$ cat config.mk
export PLATFORM = sky130hd
export DESIGN_NAME = reg_bank_rw
export DESIGN_NICKNAME = d
export VERILOG_FILES = /design/src/rtl/reg_bank_pkg.sv /design/src/rtl/reg_bank_byte_merge.sv /design/src/rtl/reg_bank_rw.sv
export SDC_FILE = /design/constraint.sdc
export NUM_CORES = 1
export LEC_CHECK = 0
export ABC_AREA = 1
export CELL_PAD_IN_SITES_DETAIL_PLACEMENT = 1
export CELL_PAD_IN_SITES_GLOBAL_PLACEMENT = 2
export CORE_MARGIN = 3
export CORE_UTILIZATION = 30
export DETAILED_ROUTE_END_ITERATION = 8
export PLACE_DENSITY = 0.72
export RECOVER_POWER = 50
export SYNTH_ARGS = -nofsm -noshare
export SYNTH_HDL_FRONTEND = slang
export SYNTH_SLANG_ARGS = --single-unit
export TNS_END_PERCENT = 50
$ cat constraint.sdc
create_clock -name clk -period 4.9 [get_ports clk]
set_clock_uncertainty 0.1 [all_clocks]
set_input_delay 0.49 -clock clk [delete_from_list [all_inputs] [get_ports clk]]
set_output_delay 0.49 -clock clk [all_outputs]
set_load 0.01 [all_outputs]
$ cat src/rtl/reg_bank_pkg.sv
// Shared types, constants and helpers for the reg_bank register bank.
package reg_bank_pkg;

  localparam int BYTE = 8;

  typedef enum logic [0:0] {
    IDLE  = 1'b0,
    SWEEP = 1'b1
  } state_e;

  function automatic int byte_count(input int width);
    return width / BYTE;
  endfunction

endpackage

$ cat src/rtl/reg_bank_byte_merge.sv
// Next-word merge for one entry: bus bytes with be set win, remaining bytes
// take the hardware word when it hits this entry, otherwise the old value holds.
module reg_bank_byte_merge
  import reg_bank_pkg::*;
#(
  parameter int WIDTH = 32
) (
  input  logic [WIDTH-1:0]             d_i,
  input  logic [byte_count(WIDTH)-1:0] be_i,
  input  logic [WIDTH-1:0]             d2_i,
  input  logic                         bus_hit_i,
  input  logic                         hw_hit_i,
  input  logic [WIDTH-1:0]             old_i,
  output logic [WIDTH-1:0]             next_o
);

  localparam int NB = byte_count(WIDTH);

  // Byte-wise priority: bus (enabled byte) > hardware > hold.
  always_comb begin
    next_o = old_i;
    for (int i = 0; i < NB; i++) begin
      if (bus_hit_i && be_i[i]) begin
        next_o[i*BYTE +: BYTE] = d_i[i*BYTE +: BYTE];
      end else if (hw_hit_i) begin
        next_o[i*BYTE +: BYTE] = d2_i[i*BYTE +: BYTE];
      end else begin
        next_o[i*BYTE +: BYTE] = old_i[i*BYTE +: BYTE];
      end
    end
  end

endmodule

$ cat src/rtl/reg_bank_rw.sv
// Dual-write-port register bank with dirty tracking, registered read and a sequential bulk clear.
// Optional REG_BANK_IRQ_MASK_EN adds an irq_mask input gating the interrupt per entry.
module reg_bank_rw
  import reg_bank_pkg::*;
#(
  parameter int              WIDTH     = 32,
  parameter int              DEPTH     = 8,
  parameter logic [WIDTH-1:0] RESET_VAL = {WIDTH{1'b0}}
) (
  input  logic                         clk,
  input  logic                         reset,
  input  logic [$clog2(DEPTH)-1:0]     addr,
  input  logic [WIDTH-1:0]             D,
  input  logic [byte_count(WIDTH)-1:0] be,
  input  logic                         wr_n,
  input  logic [$clog2(DEPTH)-1:0]     haddr,
  input  logic [WIDTH-1:0]             D2,
  input  logic                         hw_wr_n,
  input  logic [$clog2(DEPTH)-1:0]     raddr,
  input  logic                         rd_n,
  input  logic                         clr_n,
`ifdef REG_BANK_IRQ_MASK_EN
  input  logic [DEPTH-1:0]             irq_mask,
`endif
  output logic [WIDTH-1:0]             Q,
  output logic                         q_valid,
  output logic [DEPTH-1:0]             dirty,
  output logic                         irq,
  output logic                         busy
);

  localparam int            AW       = $clog2(DEPTH);
  localparam logic [AW-1:0] LAST_IDX = AW'(DEPTH - 1);

  state_e           state_q, state_d;
  logic [AW-1:0]    idx_q, idx_d;
  logic [WIDTH-1:0] mem_q    [DEPTH];
  logic [WIDTH-1:0] mem_d    [DEPTH];
  logic [WIDTH-1:0] merged_s [DEPTH];
  logic [DEPTH-1:0] bus_hit_s, hw_hit_s, irq_src_s;
  logic [DEPTH-1:0] dirty_q, dirty_d;
  logic [WIDTH-1:0] q_q;
  logic             q_valid_q, irq_q, busy_q;
  logic             wr_en_s;

  // Writes are only accepted outside a sweep; dropped otherwise.
  assign wr_en_s = (state_q == IDLE);

  for (genvar k = 0; k < DEPTH; k++) begin : g_entry
    assign bus_hit_s[k] = wr_en_s && !wr_n    && (addr  == AW'(k));
    assign hw_hit_s[k]  = wr_en_s && !hw_wr_n && (haddr == AW'(k));

    reg_bank_byte_merge #(.WIDTH(WIDTH)) u_merge (
      .d_i      (D),
      .be_i     (be),
      .d2_i     (D2),
      .bus_hit_i(bus_hit_s[k]),
      .hw_hit_i (hw_hit_s[k]),
      .old_i    (mem_q[k]),
      .next_o   (merged_s[k])
    );
  end

`ifdef REG_BANK_IRQ_MASK_EN
  assign irq_src_s = dirty_q & irq_mask;
`else
  assign irq_src_s = dirty_q;
`endif

  // Sweep FSM: one entry cleared per cycle, back to IDLE after the last one.
  always_comb begin
    state_d = state_q;
    idx_d   = idx_q;
    case (state_q)
      IDLE: begin
        if (!clr_n) begin
          state_d = SWEEP;
          idx_d   = {AW{1'b0}};
        end else begin
          state_d = IDLE;
          idx_d   = idx_q;
        end
      end
      SWEEP: begin
        if (idx_q == LAST_IDX) begin
          state_d = IDLE;
          idx_d   = {AW{1'b0}};
        end else begin
          state_d = SWEEP;
          idx_d   = idx_q + AW'(1);
        end
      end
      default: begin
        state_d = IDLE;
        idx_d   = {AW{1'b0}};
      end
    endcase
  end

  // Next storage and dirty: sweep clears, a read clears dirty, a hardware write re-sets it last.
  always_comb begin
    dirty_d = dirty_q;
    for (int k = 0; k < DEPTH; k++) begin
      mem_d[k] = merged_s[k];
      if ((state_q == SWEEP) && (idx_q == AW'(k))) begin
        mem_d[k]   = RESET_VAL;
        dirty_d[k] = 1'b0;
      end else begin
        mem_d[k] = merged_s[k];
      end
      if (!rd_n && (raddr == AW'(k))) begin
        dirty_d[k] = 1'b0;
      end else begin
        dirty_d[k] = dirty_d[k];
      end
      if (hw_hit_s[k]) begin
        dirty_d[k] = 1'b1;
      end else begin
        dirty_d[k] = dirty_d[k];
      end
    end
  end

  // State, storage and registered outputs.
  always_ff @(posedge clk or negedge reset) begin
    if (!reset) begin
      state_q   <= IDLE;
      idx_q     <= {AW{1'b0}};
      dirty_q   <= {DEPTH{1'b0}};
      q_q       <= {WIDTH{1'b0}};
      q_valid_q <= 1'b0;
      irq_q     <= 1'b0;
      busy_q    <= 1'b0;
      for (int k = 0; k < DEPTH; k++) begin
        mem_q[k] <= RESET_VAL;
      end
    end else begin
      state_q   <= state_d;
      idx_q     <= idx_d;
      dirty_q   <= dirty_d;
      q_valid_q <= !rd_n;
      irq_q     <= |irq_src_s;
      busy_q    <= (state_d == SWEEP);
      for (int k = 0; k < DEPTH; k++) begin
        mem_q[k] <= mem_d[k];
      end
      if (!rd_n) begin
        q_q <= mem_q[raddr];
      end else begin
        q_q <= q_q;
      end
    end
  end

  assign Q       = q_q;
  assign q_valid = q_valid_q;
  assign dirty   = dirty_q;
  assign irq     = irq_q;
  assign busy    = busy_q;

endmodule
### Yosys cells after proc, flatten, opt, wreduce, memory -nomap -nowiden

Index checks and enable logic that the tools add are counted.

| cells by class | value |
|---|---|
| muxes and demuxes | 105 |
| equality and inequality tests | 29 |
| $lt $le $gt $ge | 1 |
| bitwise operators | 2 |
| add/sub/neg operators | 1 |
| reductions and logical operators | 114 |

Operators with widths:

| cell | count |
|---|---|
| $mux 8 | 64 |
| $mux 32 | 10 |
| $reduce_bool 3->1 | 40 |
| $bmux 32 s3 | 1 |
| $logic_and 1x1->1 | 66 |
| $eq 3x3->1 const B | 16 |
| $mux 1 | 26 |
| $eq 3x2->1 const B | 8 |
| $eq 3x1->1 const B | 4 |
| $logic_not 3->1 | 4 |
| $reduce_or 8->1 | 1 |
| $mux 3 | 2 |
| $pmux 3 s2 | 1 |
| $ge 4x4->1 const B | 1 |
| $not 3->4 | 1 |
| $add 3x1->3 const B | 1 |
| $logic_not 1->1 | 3 |
| $ne 2x2->1 const B | 1 |
| $pmux 1 s2 | 1 |
| $not 1->1 | 1 |

| storage, ports and cells | value |
|---|---|
| logic and storage cells | 297 |
| input bits | 83 |
| output and inout bits | 43 |
| register bits after elaboration | 302 |

### Longest topological paths before layout

| depth | value |
|---|---|
| depth after elaboration | 6 |
| mapped depth | 9 |
| mapped depth without buffers | 9 |

### By module

Synthesis repeated with hierarchy kept, for this count alone.

| second synthesis, totals | value |
|---|---|
| cell total of the unflattened synthesis | 3630 |
| area, all modules | 20983.9 µm² |

By module, submodules not included:

| module | cells each | seq. area each (µm²) | instances | area each (µm²) |
|---|---|---|---|---|
| reg_bank_rw | 1710 | 7557.2 | 1 | 13156.4 |
| reg_bank_byte_merge | 240 | 0.0 | 8 | 978.4 |

### Worst setup path after synthesis

OpenSTA, ideal clock, no wires.

| path | value |
|---|---|
| path kind | input port to flip-flop |
| start | input port addr[0] |
| end | register mem_q[224] (netlist bit) |
| path slack | 3104 ps |
| setup time | 117 ps |
| required time | 4683 ps |
| data arrival time | 1579 ps |
| stages on the path | 7 |
| path buffers | 1 |
| cells stage by stage | buf_4 > nor2_8 > nand3_4 > nor2_8 > nor2_2 > nand2_1 > nand2_1 |

| on the way | value |
|---|---|
| cells in the longest elaborated chain, start to end | 5 |
| elaborated cells on any way between the ends | 6 |
| those cells by class | 2 x mux; 4 x reduce/logical |

RTL lines:

| item | line | RTL |
|---|---|---|
| start, declared | reg_bank_rw.sv:12 | `input logic [$clog2(DEPTH)-1:0] addr,` |
| $logic_not 3->1 (*) | reg_bank_rw.sv:50 | `assign bus_hit_s[k] = wr_en_s && !wr_n && (addr == AW'(k));` |
| $logic_and 1x1->1 (*) | reg_bank_rw.sv:50 |  |
| $logic_and 1x1->1 (*) | reg_bank_byte_merge.sv:23 | `if (bus_hit_i && be_i[i]) begin` |
| $mux 8 | reg_bank_byte_merge.sv:23 |  |
| $mux 32 | reg_bank_rw.sv:105 | `if ((state_q == SWEEP) && (idx_q == AW'(k))) begin` |
| end signal, assigned by index | reg_bank_rw.sv:145 | `mem_q[k] <= mem_d[k];` |
| end, declared | reg_bank_rw.sv:37 | `logic [WIDTH-1:0] mem_q [DEPTH];` |

Every way passes the cells marked *; elsewhere a longest branch is shown, timed or not.
A chain may end at the register's enable or synchronous reset.

==> out/metrics.yaml <==
synth:
  async_flop_share_pct: 100.0
  ys.flop_type: "dfrtp_1"
  synth-adder-area-share_pct: 0.4059
  synth.top_cell.area_share_pct: 40.86
  yosysSeqAreaShare_pct: 40.86
  synth_cells: 2630
  yosysWarnings: 0
  synth_seq_cells: 302
  yosys.area_share.simple_pct: 48.79
  netlist_area_mm2: 0.01849
  syn_nets: 2719
  synth_top_family_by_area: "simple AND/OR/NAND/NOR gates"
  synth_compound_area_share_pct: 4.296
  yosysTopAreaCell: "dfrtp_1"
  yosysUniqueCellTypes: 35
  synthMuxAreaShare_pct: 0
  synth-edff-count: 0
  yosysMostFrequentCell: "nand2_1"
  synthTopCellsByCount: "nand2_1, dfrtp_1, nand4_1"
  synth_area_per_cell_um2: 7.032
  synth.area.top_cells: "dfrtp_1, nand2_1, nand4_1"
  synth_xor_area_share_pct: 0
critical_path:
  cp.required_ns: 5.31
  end_kind: "flop"
  cp-start-kind: "flop"
  cp.arrival_ns: 3.85
  path_max_fanout: 12
  worstSetupPathType: "reg -> reg"
  reg2reg_slack_ns: 1.46
  reg2reg_depth: 8
power_and_ir_drop:
  p_sw_mw: 3.865
  sw_frac_of_total_pct: 38.96
  peakVddDrop_mv: 0.2051
  power_frac_comb_pct: 30.3
  power_frac_seq_pct: 40.3
  p_leak_nw: 11.66
  power_density_mw_per_mm2: 462.3
  share_clk_of_total_power_pct: 29.4
  internal_power_mw: 6.055
layout:
  multi_input_area_mm2: 0.009897
  final_util_pct: 35.35
  drive_gt1_share_pct: 8.637
  area.growth.synth_to_final_pct: 16.01
  final_nets: 2783
  regArea_mm2: 0.007557
  nFillCells: 7486
  insertedDiodeCount: 0
job:
  max-cap-violations: 0
timing:
  hold_violations: 0
  final.setup.tns_ns: 0
  fmax_ghz: 0.2904
  fin_crit_sh_pct: 70.28
  period_minus_slack_ns: 3.443
  slew_viol_final: 0
  rsz0062_at_grt: "no"
  timing.slew.headroom_pct: 8.899
  finalSetupViolations: 0
  worstMarginPinSlew_ns: 1.363
detailed_routing:
  wl_mm: 80.76
  post_drt_wl_per_cell_um: 23.06
  num_vias: 18150
  dr.pass1.iters: 5
  ant_nets: 0
  drc: 0
  avgViaCountPerCell: 5.181
  drt_iter0_markers: 1160
clock_tree:
  htree_levels: 2
  cts.sinks: 302
  cts_buffers: 40
  cts_tree: "done"
  cts_resized: 0
  root_buffer: "clkbuf_16"
  clk_pin_slew_ns: 0.06
  clockBufferDepth: 3
  clock_latency_ns: 0.57
die:
  io_pins: 126
  die_x_um: 254.3
  initial_core_util_pct: 30.47
  die_area_mm2: 0.06466
  core_area_mm2: 0.06070
  num_rows: 90
  die_h_um: 254.3
global_route:
  track_usage_pct: 25.06
  grt_max_degree: 114
  grt_pass1_vias: 18750
  antenna_found_initial: 1
  grt_overflow_total: 0
  grt_pass1_wl_mm: 121.6
place:
  dp_hpwl_mm: 54.21
  portBuffers: 125
  finalWeightedCongestion: 0.8334
outcome:
  outcome: "finished, final reports clean"
min_path:
  hold_path_depth: 2
  hold_class: "reg -> reg"
## final cells by class
| type | instances | area share [%] |
|---|---|---|
| Clock buffer | 56 | 5.418 |
| Inverter | 90 | 1.598 |
| Tap cell | 782 | 4.560 |
| Sequential cell | 302 | 35.22 |
| Multi-Input combinational cell | 2113 | 46.13 |
| Clock inverter | 13 | 0.4549 |
| Timing Repair Buffer | 147 | 6.619 |
## power groups by stage
stage / Combinational [mW] / Sequential [mW] / Clock, mW
6_report: 3.01 / 3.99 / 2.92
5_1_grt: 3.33 / 4.10 / 3.09
4_1_cts: 3.06 / 3.99 / 2.99
3_5_place_dp: 3.04 / 4.02 / 0
3_3_place_gp: 2.98 / 4.01 / 0
2_1_floorplan: 1.88 / 3.83 / 0
## path summary, 6_finish.rpt
kind | from | to
worst min register to register | mem_q[238]$_DFFE_PN0P_ | mem_q[238]$_DFFE_PN0P_
max in group asynchronous | reset | mem_q[107]$_DFFE_PN0P_
worst max register to register | busy$_DFF_PN0_ | mem_q[128]$_DFFE_PN0P_
worst max-delay path | busy$_DFF_PN0_ | mem_q[128]$_DFFE_PN0P_
min in group asynchronous | reset | mem_q[80]$_DFFE_PN0P_
worst min-delay path | mem_q[238]$_DFFE_PN0P_ | mem_q[238]$_DFFE_PN0P_
## stage by stage
| stage | instances | instance area, µm² | hold WS (ns) | total power [mW] | setup WS (ns) |
|---|---|---|---|---|---|
| 2_1_floorplan | 2630 | 18490 | 0.09441 | 5.714 | 3.104 |
| 4_1_cts | 3503 | 21480 | 0.3811 | 10.04 | 1.884 |
| 5_1_grt | 3503 | 21460 | 0.3974 | 10.51 | 1.284 |
| 6_report | 3503 | 21460 | 0.3776 | 9.920 | 1.457 |
| 3_5_place_dp | 3432 | 20200 | 0.3651 | 7.061 | 1.519 |
| 3_3_place_gp | 3432 | 20200 | 0.3622 | 6.987 | 1.591 |
## worst max-delay path: stages (launching register included)
cell	delay, ns
dfrtp_1	0.76
clkinvlp_2	0.52
nand2_1	0.41
nor2_8	0.08
nand2_1	0.47
nand2_2	0.37
nor2_2	0.47
nand2_1	0.10
nand2_1	0.09
## placed cells by master, fill, tap and decap left out, types with 2 or more instances in the layout
master and count:
o21ai_1 40, nand3_4 7, buf_2 5, o211ai_1 5
dlygate4sd3_1 23, nand2_4 11, nor2_4 21, clkbuf_8 8
inv_1 84, nor2_2 22, nand2_2 6, nand3_1 101
nor4_1 2, nand4_4 24, nand4_1 128, nand2_1 1652
nor2_8 12, ha_1 6, clkbuf_1 8, inv_2 3
dfrtp_1 302, nand3_2 3, buf_4 18, nor2_1 7
a21oi_4 16, buf_12 2, o21ai_0 29, inv_6 2
clkbuf_16 41, a21oi_2 16, clkinv_2 11, clkdlybuf4s50_1 97
## metal layers
metal	GRT usage, %	routed length (µm)	vias up
met5	0	13	-
met4	8.929	2958	2
met3	3.314	3466	142
met2	40.86	37360	424
met1	34.19	36960	9126
li1	-	-	8455
## sequential cells by signal, indices dropped and copies added (netlist names)
name / cells
idx_q: 3
irq: 1
dirty: 8
q_valid: 1
Q: 32
busy: 1
mem_q: 256
## logic make-up after synthesis
| kind of cell | count (synthesis) |
|---|---|
| flops | 302 |
| buf+inv | 215 |
| fa+ha+maj | 6 |
| simple gates | 1999 |
| compound gates | 108 |
## timing repair
item	in CTS	in global routing
buffers inserted	0	0
hold buffers	2	0
endpoints found under the hold margin	108	0
Note: power is estimated with default switching activity, not from simulation.
